==> config.mk <==
export PLATFORM = sky130hd
export DESIGN_NAME = eth_tx_framer
export DESIGN_NICKNAME = d
export VERILOG_FILES = /design/src/rtl/eth_pkg.sv /design/src/rtl/eth_crc32_byte.sv /design/src/rtl/eth_tx_framer.sv
export SDC_FILE = /design/constraint.sdc
export NUM_CORES = 1
export LEC_CHECK = 0
export BUFFER_PORTS_ARGS = -buffer_cell sky130_fd_sc_hd__buf_2
export CORE_MARGIN = 10
export CORE_UTILIZATION = 46
export CTS_CLUSTER_SIZE = 24
export DETAILED_ROUTE_END_ITERATION = 10
export GPL_TIMING_DRIVEN = 0
export SETUP_SLACK_MARGIN = 0.4
export SKIP_CTS_REPAIR_TIMING = 1
export SYNTH_ARGS = -nofsm -noshare
export SYNTH_HDL_FRONTEND = slang
export SYNTH_SLANG_ARGS = --single-unit
==> constraint.sdc <==
create_clock -name clk -period 7.05 [get_ports clk]
set_input_delay 0.705 -clock clk [delete_from_list [all_inputs] [get_ports clk]]
set_output_delay 0.705 -clock clk [all_outputs]
set_load 0.05 [all_outputs]
==> src/rtl/eth_pkg.sv <==
// Shared constants, FSM state type and FCS byte helper for the Ethernet GMII transmit path.
package eth_pkg;

  localparam logic [7:0]  PREAMBLE_BYTE   = 8'h55;
  localparam logic [7:0]  SFD_BYTE        = 8'hD5;
  localparam logic [31:0] CRC32_POLY_REFL = 32'hEDB88320;
  localparam logic [31:0] CRC32_INIT      = 32'hFFFFFFFF;
  localparam int unsigned FCS_BYTES       = 4;

  typedef enum logic [2:0] {
    IDLE,
    PREAMBLE,
    SFD,
    PAYLOAD,
    PAD,
    FCS,
    IFG,
    DROP
  } tx_state_e;

  // Byte idx of the transmitted FCS (complemented CRC register), least significant byte first.
  function automatic logic [7:0] fcs_byte(input logic [31:0] crc, input logic [1:0] idx);
    logic [31:0] fcs;
    logic [7:0]  b;
    fcs = ~crc;
    case (idx)
      2'd0:    b = fcs[7:0];
      2'd1:    b = fcs[15:8];
      2'd2:    b = fcs[23:16];
      default: b = fcs[31:24];
    endcase
    return b;
  endfunction

endpackage

==> src/rtl/eth_crc32_byte.sv <==
// One-byte update of the reflected Ethernet CRC-32; purely combinational so that
// the TX framer and the RX FCS checker can each hold their own CRC register.
module eth_crc32_byte
  import eth_pkg::*;
(
  input  logic [31:0] crc_i,
  input  logic [7:0]  data_i,
  output logic [31:0] crc_o
);

  logic [31:0] c;

  always_comb begin
    c = crc_i;
    // NOTE: blocking assignments here so each loop iteration sees the previous bit's result.
    for (int i = 0; i < 8; i++) begin
      c = (c >> 1) ^ (CRC32_POLY_REFL & {32{c[0] ^ data_i[i]}});
    end
    crc_o = c;
  end

endmodule

==> src/rtl/eth_tx_framer.sv <==
// GMII transmit framer: wraps a valid/ready/last byte stream with preamble, SFD,
// zero padding and FCS, then enforces the inter-frame gap. Underruns abort the frame.
module eth_tx_framer
  import eth_pkg::*;
#(
  parameter int unsigned MIN_FRAME  = 60,
  parameter int unsigned IFG_CYCLES = 12,
  parameter int unsigned PREAMBLE_N = 7
) (
  input  logic       clk,
  input  logic       rst,
  input  logic [7:0] s_tdata,
  input  logic       s_tvalid,
  output logic       s_tready,
  input  logic       s_tlast,
  output logic [7:0] gmii_txd,
  output logic       gmii_tx_en,
  output logic       gmii_tx_er,
  output logic       busy,
  output logic       underrun
);

  localparam logic [15:0] PRE_LAST = 16'(PREAMBLE_N - 1);
  localparam logic [15:0] IFG_LAST = 16'(IFG_CYCLES - 1);
  localparam logic [15:0] FCS_LAST = 16'(FCS_BYTES - 1);
  localparam logic [16:0] MIN_LEN  = 17'(MIN_FRAME);

  tx_state_e   state_q;
  logic [15:0] cnt_q;
  logic [15:0] byte_cnt_q;
  logic [15:0] byte_cnt_inc;
  logic [16:0] byte_cnt_nxt;
  logic [31:0] crc_q;
  logic [31:0] crc_d;
  logic [7:0]  crc_data;
  logic [7:0]  txd_q;
  logic        tx_en_q;
  logic        tx_er_q;
  logic        underrun_q;

  // Pad bytes are zeros and still feed the CRC.
  assign crc_data = (state_q == PAD) ? 8'h00 : s_tdata;

  eth_crc32_byte u_crc (
    .crc_i  (crc_q),
    .data_i (crc_data),
    .crc_o  (crc_d)
  );

  // 17-bit view of the count after this byte; bit 16 flags the saturation point.
  assign byte_cnt_nxt = {1'b0, byte_cnt_q} + 17'd1;
  assign byte_cnt_inc = byte_cnt_nxt[16] ? byte_cnt_q : byte_cnt_nxt[15:0];

  assign s_tready   = (state_q == PAYLOAD) || (state_q == DROP);
  assign busy       = (state_q != IDLE);
  assign gmii_txd   = txd_q;
  assign gmii_tx_en = tx_en_q;
  assign gmii_tx_er = tx_er_q;
  assign underrun   = underrun_q;

  always_ff @(posedge clk) begin
    if (rst) begin
      state_q    <= IDLE;
      cnt_q      <= '0;
      byte_cnt_q <= '0;
      crc_q      <= CRC32_INIT;
      txd_q      <= 8'h00;
      tx_en_q    <= 1'b0;
      tx_er_q    <= 1'b0;
      underrun_q <= 1'b0;
    end else begin
      // NOTE: non-blocking for all state; pin outputs default to idle and each state overrides.
      txd_q      <= 8'h00;
      tx_en_q    <= 1'b0;
      tx_er_q    <= 1'b0;
      underrun_q <= 1'b0;

      unique case (state_q)
        IDLE: begin
          if (s_tvalid) begin
            state_q <= PREAMBLE;
            cnt_q   <= '0;
          end
        end

        PREAMBLE: begin
          txd_q   <= PREAMBLE_BYTE;
          tx_en_q <= 1'b1;
          cnt_q   <= cnt_q + 16'd1;
          if (cnt_q == PRE_LAST) begin
            state_q <= SFD;
          end
        end

        SFD: begin
          txd_q      <= SFD_BYTE;
          tx_en_q    <= 1'b1;
          crc_q      <= CRC32_INIT;
          byte_cnt_q <= '0;
          state_q    <= PAYLOAD;
        end

        PAYLOAD: begin
          tx_en_q <= 1'b1;
          if (s_tvalid) begin
            txd_q      <= s_tdata;
            crc_q      <= crc_d;
            byte_cnt_q <= byte_cnt_inc;
            if (s_tlast) begin
              cnt_q   <= '0;
              state_q <= (byte_cnt_nxt < MIN_LEN) ? PAD : FCS;
            end
          end else begin
            // A missing beat mid-frame cannot be recovered: flag it on the wire and abort.
            tx_er_q    <= 1'b1;
            underrun_q <= 1'b1;
            state_q    <= DROP;
          end
        end

        PAD: begin
          tx_en_q    <= 1'b1;
          crc_q      <= crc_d;
          byte_cnt_q <= byte_cnt_inc;
          if (byte_cnt_nxt >= MIN_LEN) begin
            cnt_q   <= '0;
            state_q <= FCS;
          end
        end

        FCS: begin
          txd_q   <= fcs_byte(crc_q, cnt_q[1:0]);
          tx_en_q <= 1'b1;
          cnt_q   <= cnt_q + 16'd1;
          if (cnt_q == FCS_LAST) begin
            cnt_q   <= '0;
            state_q <= IFG;
          end
        end

        IFG: begin
          cnt_q <= cnt_q + 16'd1;
          if (cnt_q == IFG_LAST) begin
            // Launch straight into the next preamble so a waiting frame sees exactly IFG_CYCLES idle edges.
            cnt_q   <= '0;
            state_q <= s_tvalid ? PREAMBLE : IDLE;
          end
        end

        DROP: begin
          if (s_tvalid && s_tlast) begin
            cnt_q   <= '0;
            state_q <= IFG;
          end
        end

        default: state_q <= IDLE;
      endcase
    end
  end

endmodule
# == Word level (Yosys, flattened, before mapping) ==
# Index checks and enable logic that the tools add are counted.
# word_totals
reg_bits,77
latch_bits,0
ramBits,0
rom_bits,0
out_inout_bits,13
elab_cells,92
n_memories,0
# classes
n_addsub,2
multipliers,0
div_mod_pow,0
magnitude_cmp,2
eq_ne,21
shifts,0
n_mux,30
bitwise,18
reduce_logical,12
# op_table
cell,count
31-bit by 32-bit XOR with 32-bit output,8
16-bit 2-to-1 mux,9
16-bit case mux with 7 select lines,1
32-bit case mux with 3 select lines,1
16-bit case mux with 3 select lines,1
32-bit 2-to-1 mux,1
32-bit NOT,1
8-bit case mux with 4 select lines,1
3-bit 2-to-1 mux,8
3-bit case mux with 8 select lines,1
8-bit case mux with 3 select lines,1
16-bit by 1-bit adder with 17-bit output (second input constant),1
17-bit by 6-bit >= comparator with 1-bit output (second input constant),1
17-bit by 6-bit < comparator with 1-bit output (second input constant),1
16-bit by 1-bit adder with 16-bit output (second input constant),1
16-bit by 2-bit equality test with 1-bit output (second input constant),1
16-bit by 3-bit equality test with 1-bit output (second input constant),1
16-bit by 4-bit equality test with 1-bit output (second input constant),1
8-bit 2-to-1 mux,2
3-bit equality test (second input constant),4
2-bit inequality test (second input constant),6
1-bit XOR,8
7-bit AND reduction,1
7-bit nonzero test,1
17 further kinds,23

# == Longest topological paths before layout ==
# logic_depth
depth_word,20
mapped_depth,10

# == By module ==
# Synthesis repeated with hierarchy kept, for this count alone.
# hier_totals
cells_unflattened,560
area_unflattened_um2,5044.8
# by_module_without_submodules
module,n_inst,cells_per_inst,area_each_um2
eth_tx_framer,1,494,4075.2
eth_crc32_byte,1,66,969.7

# == Worst setup path before layout ==
# OpenSTA, ideal clock, no wires.
# synth_timing
path_type,reg-to-reg
startpoint,register byte_cnt_q[0]
endpoint,register cnt_q[11]
setup_time_ns,0.134
arrival_ns,2.361
setup_slack_ns,4.555
stages_incl_launch_ff,10
path_buffers,2
cell_sequence,dfxtp_1 > ha_1 > and3_1 > clkbuf_1 > nand3_1 > nor3_1 > nor3_1 > a41oi_1 > clkbuf_1 > a31oi_1
# synth_between
elab_chain_cells,4
# synth_lines
item,line,text
from (decl),eth_tx_framer.sv:30,logic [15:0] byte_cnt_q;
from (signal assigned),eth_tx_framer.sv:108,byte_cnt_q <= byte_cnt_inc;
from (signal assigned),eth_tx_framer.sv:124,byte_cnt_q <= byte_cnt_inc;
16-bit by 1-bit adder with 17-bit output,eth_tx_framer.sv:51,"assign byte_cnt_nxt = {1'b0, byte_cnt_q} + 17'd1;"
17-bit by 6-bit >= comparator with 1-bit output,eth_tx_framer.sv:125,if (byte_cnt_nxt >= MIN_LEN) begin
2-bit by 1-bit inequality test with 1-bit output (no source line),-,
6-bit AND reduction (no source line),-,
to (signal assigned),eth_tx_framer.sv:89,cnt_q <= cnt_q + 16'd1;
to (signal assigned),eth_tx_framer.sv:134,cnt_q <= cnt_q + 16'd1;
to (signal assigned),eth_tx_framer.sv:142,cnt_q <= cnt_q + 16'd1;
to (decl),eth_tx_framer.sv:29,logic [15:0] cnt_q;
# Every way passes these cells.
# A chain may end at the register's enable or synchronous reset.

# == Final worst setup path ==
# layout_timing
startpoint,register state_q[0]
endpoint,register crc_q[26]
# layout_between
elab_chain_cells,14
elab_cells_between_ends,24
classes_between,eq/ne (4); mux (3); bitwise (15); reduce/logical (2)
# layout_lines
item,line,text
from (decl),eth_tx_framer.sv:28,tx_state_e state_q;
from (signal assigned),eth_tx_framer.sv:111,state_q <= (byte_cnt_nxt < MIN_LEN) ? PAD : FCS;
from (signal assigned),eth_tx_framer.sv:146,state_q <= s_tvalid ? PREAMBLE : IDLE;
3-bit equality test,"eth_tx_framer.sv:42, eth_tx_framer.sv:78",
8-bit 2-to-1 mux,eth_tx_framer.sv:42,assign crc_data = (state_q == PAD) ? 8'h00 : s_tdata;
1-bit XOR,eth_crc32_byte.sv:17,c = (c >> 1) ^ (CRC32_POLY_REFL & {32{c[0] ^ data_i[i]}});
31-bit by 32-bit XOR with 32-bit output (6 in a row),eth_crc32_byte.sv:17,
1-bit XOR,eth_crc32_byte.sv:17,
31-bit by 32-bit XOR with 32-bit output (2 in a row),eth_crc32_byte.sv:17,
32-bit 2-to-1 mux,eth_tx_framer.sv:105,if (s_tvalid) begin
32-bit case mux with 3 select lines,eth_tx_framer.sv:78,unique case (state_q)
to (signal assigned),eth_tx_framer.sv:107,crc_q <= crc_d;
to (signal assigned),eth_tx_framer.sv:123,crc_q <= crc_d;
to (decl),eth_tx_framer.sv:33,logic [31:0] crc_q;
# Parallel ways exist; a longest one is shown, timed or not. The select of a mux whose other input is x is not followed.

==> out/metrics.csv <==
metric,value,unit
path_cells,"clkbuf_1, nand2_1, o21ai_2, nand2_1, clkbuf_1, nor2_1, a21oi_1",
crit_type,flop to flop,
p_per_area,171,nW/um2
routed_wl,15200,um
critPathArrivalTime,3.56,ns
ir_drop,0.0880,mV
syn_inst,622,
numClockSinks,77,
cts_buffers,9,
nFillCells,1075,
crit_slowest_cell,nor2_1,
synth_top_area_share,30.2,%
max_freq,300,MHz
power,0.000957,W
syn_nets,640,
setup_ws,3.72,ns
synthToLayoutAreaGrowth,9.87,%
setup_tns,0,ns
gp_congestion,0.945,
post-route-period-util,47.3,%
design_area,5600,um2
dp_slack,3.75,ns
yosys-top-cells-count,"dfxtp_1 (77), a21oi_1 (68), nor2_1 (53)",
start_util,47.0,%
critPathCaptureType,flop,
setup_viol,0,
multiInputGateArea,3320,um2
drv_slew,0,
finalHoldViolations,0,
rsz0062_at_grt,no,
gr-total-overflow,0,
clk_pin_slew_worst_paths,0.08,ns
regArea,1540,um2
grt_pass1_vias,4514,
drtIter0Drc,440,
cp-start-kind,flop,
io_buffers,24,
async_flop_share,0,%
dp_cells,786,
cp_top_family,simple AND/OR/NAND/NOR gates,
diodes,0,
core_area,10800,um2
clockBufferDepth,2,
critPathBufInv,2,
ys_types,65,
status,finished clean,
antenna_found_initial,0,
post_drt_wl_per_cell,19.0,um
hpwl,10900,um
dieArea,15700,um2
hp-class,flop to flop,
cts_root_buf,clkbuf_8,
tightest_slew,0.813,ns
dpl_cell_area,5390,um2
syn-cell-area,5100,um2
synth_edf_count,0,
yosys-top-cells-area,"dfxtp_1 (30%), xnor2_1 (7.0%), a21oi_1 (6.7%)",
drc,0,
ys_warn_count,0,
slowest_delay,0.59,ns
slew_headroom,45.7,%
seq_area_frac_synth,30.2,%
die_y,125,um
ys_ff_latch,77,
drv_cap,0,
cts_tree,yes,
die_w,125,um
synth_area_per_cell,8.19,um2
grt_max_degree,13,
synth_ff_type,dfxtp_1,
rows,38,
synth_most_common_cell,dfxtp_1,
drtPass1Iterations,5,
insertion_delay,0.38,ns
leakage,1.94,nW
vias,4784,
cp_data_required_time,7.28,ns
cp_max_fo,10,
avgViaCountPerCell,5.97,
drive_above_1_share,10.7,%
ant_nets,0,
period_minus_slack,3.33,ns
ios,25,
grt.total_usage,18.7,%
grt_pass1_wl,24300,um
nets,675,
synth_top_area_cell,dfxtp_1,
htreeDepth,3,
clock_skew,0.0152,ns
final_cells,802,
## where the power goes
group,internal [W],leakage [nW],switching [W]
Clock,0.000200,0.101,0.000178
Sequential,0.000437,0.622,0.00000287
Combinational,0.0000575,1.22,0.0000823
Total,0.000694,1.94,0.000263
## final cells by class
| cell class | instances | area share, % |
|---|---|---|
| clock buffer | 12 | 2.41 |
| tap | 140 | 3.13 |
| timing repair buffer | 24 | 2.15 |
| multi-input combinational | 488 | 59.3 |
| clock inverter | 4 | 1.30 |
| sequential | 77 | 27.5 |
| buffer | 42 | 3.20 |
| inverter | 15 | 1.01 |
## per-stage QoR
stage,util (%),hold slack (ns)
after floorplan,-,0.435
after global placement,49.7,0.463
after detailed placement,49.7,0.471
after CTS,51.7,0.491
after global routing,51.7,0.507
final,51.7,0.491
## layout by cell type (no fill, tap or decap), drive strengths merged, types with 18 or more instances in the layout
cell type | Yosys | routed
a211oi | 21 | 21
a21oi | 68 | 68
buf | 10 | 34
clkbuf | 32 | 44
dfxtp | 77 | 77
nand2 | 33 | 33
nand2b | 20 | 20
nand3 | 19 | 19
nor2 | 53 | 53
o21ai | 31 | 31
xnor2 | 44 | 44
xor2 | 18 | 18
## registers in the layout, indices dropped and copies added (netlist names), named ones only
name	flops
crc_q	32
byte_cnt_q	16
cnt_q	16
gmii_txd	8
state_q	2
gmii_tx_en	1
underrun	1
## worst reg2reg max path, stage by stage (launching register included)
cell,delay (ns)
dfxtp_1,0.42
clkbuf_1,0.38
nand2_1,0.34
o21ai_2,0.50
nand2_1,0.42
clkbuf_1,0.40
nor2_1,0.60
a21oi_1,0.13
## worst paths after layout
path	startpoint	to	slack, ns	depth (start not counted)
worst max-delay path	state_q[0]$_SDFFE_PP0P_	crc_q[26]$_SDFFE_PP1P_	3.72	7
worst min-delay path	cnt_q[13]$_SDFFE_PP0P_	cnt_q[13]$_SDFFE_PP0P_	0.49	1
worst max register to register	state_q[0]$_SDFFE_PP0P_	crc_q[26]$_SDFFE_PP1P_	3.72	7
worst min register to register	cnt_q[13]$_SDFFE_PP0P_	cnt_q[13]$_SDFFE_PP0P_	0.49	1
## cell families after synthesis
| kind of cell | share of synthesized area [%] |
|---|---|
| AOI/OAI and AO/OA | 25.4 |
| xor gates and xnor gates | 15.2 |
| adders and majority gates | 1.47 |
| buffers and inverters | 4.62 |
| DFF | 30.2 |
| muxes | 0.221 |
| and+or+nand+nor | 22.8 |
## metal layers
| metal | global-route usage (%) | wire length, um | up-vias | share of wire, % |
|---|---|---|---|---|
| li1 | - | - | 2326 | - |
| met1 | 23.9 | 6780 | 2285 | 44 |
| met2 | 30.3 | 7160 | 143 | 47 |
| met3 | 3.08 | 813 | 30 | 5.3 |
| met4 | 8.20 | 479 | 0 | 3.1 |
| met5 | 0 | 0 | - | 0 |
Note: power is estimated with default switching activity, not from simulation.
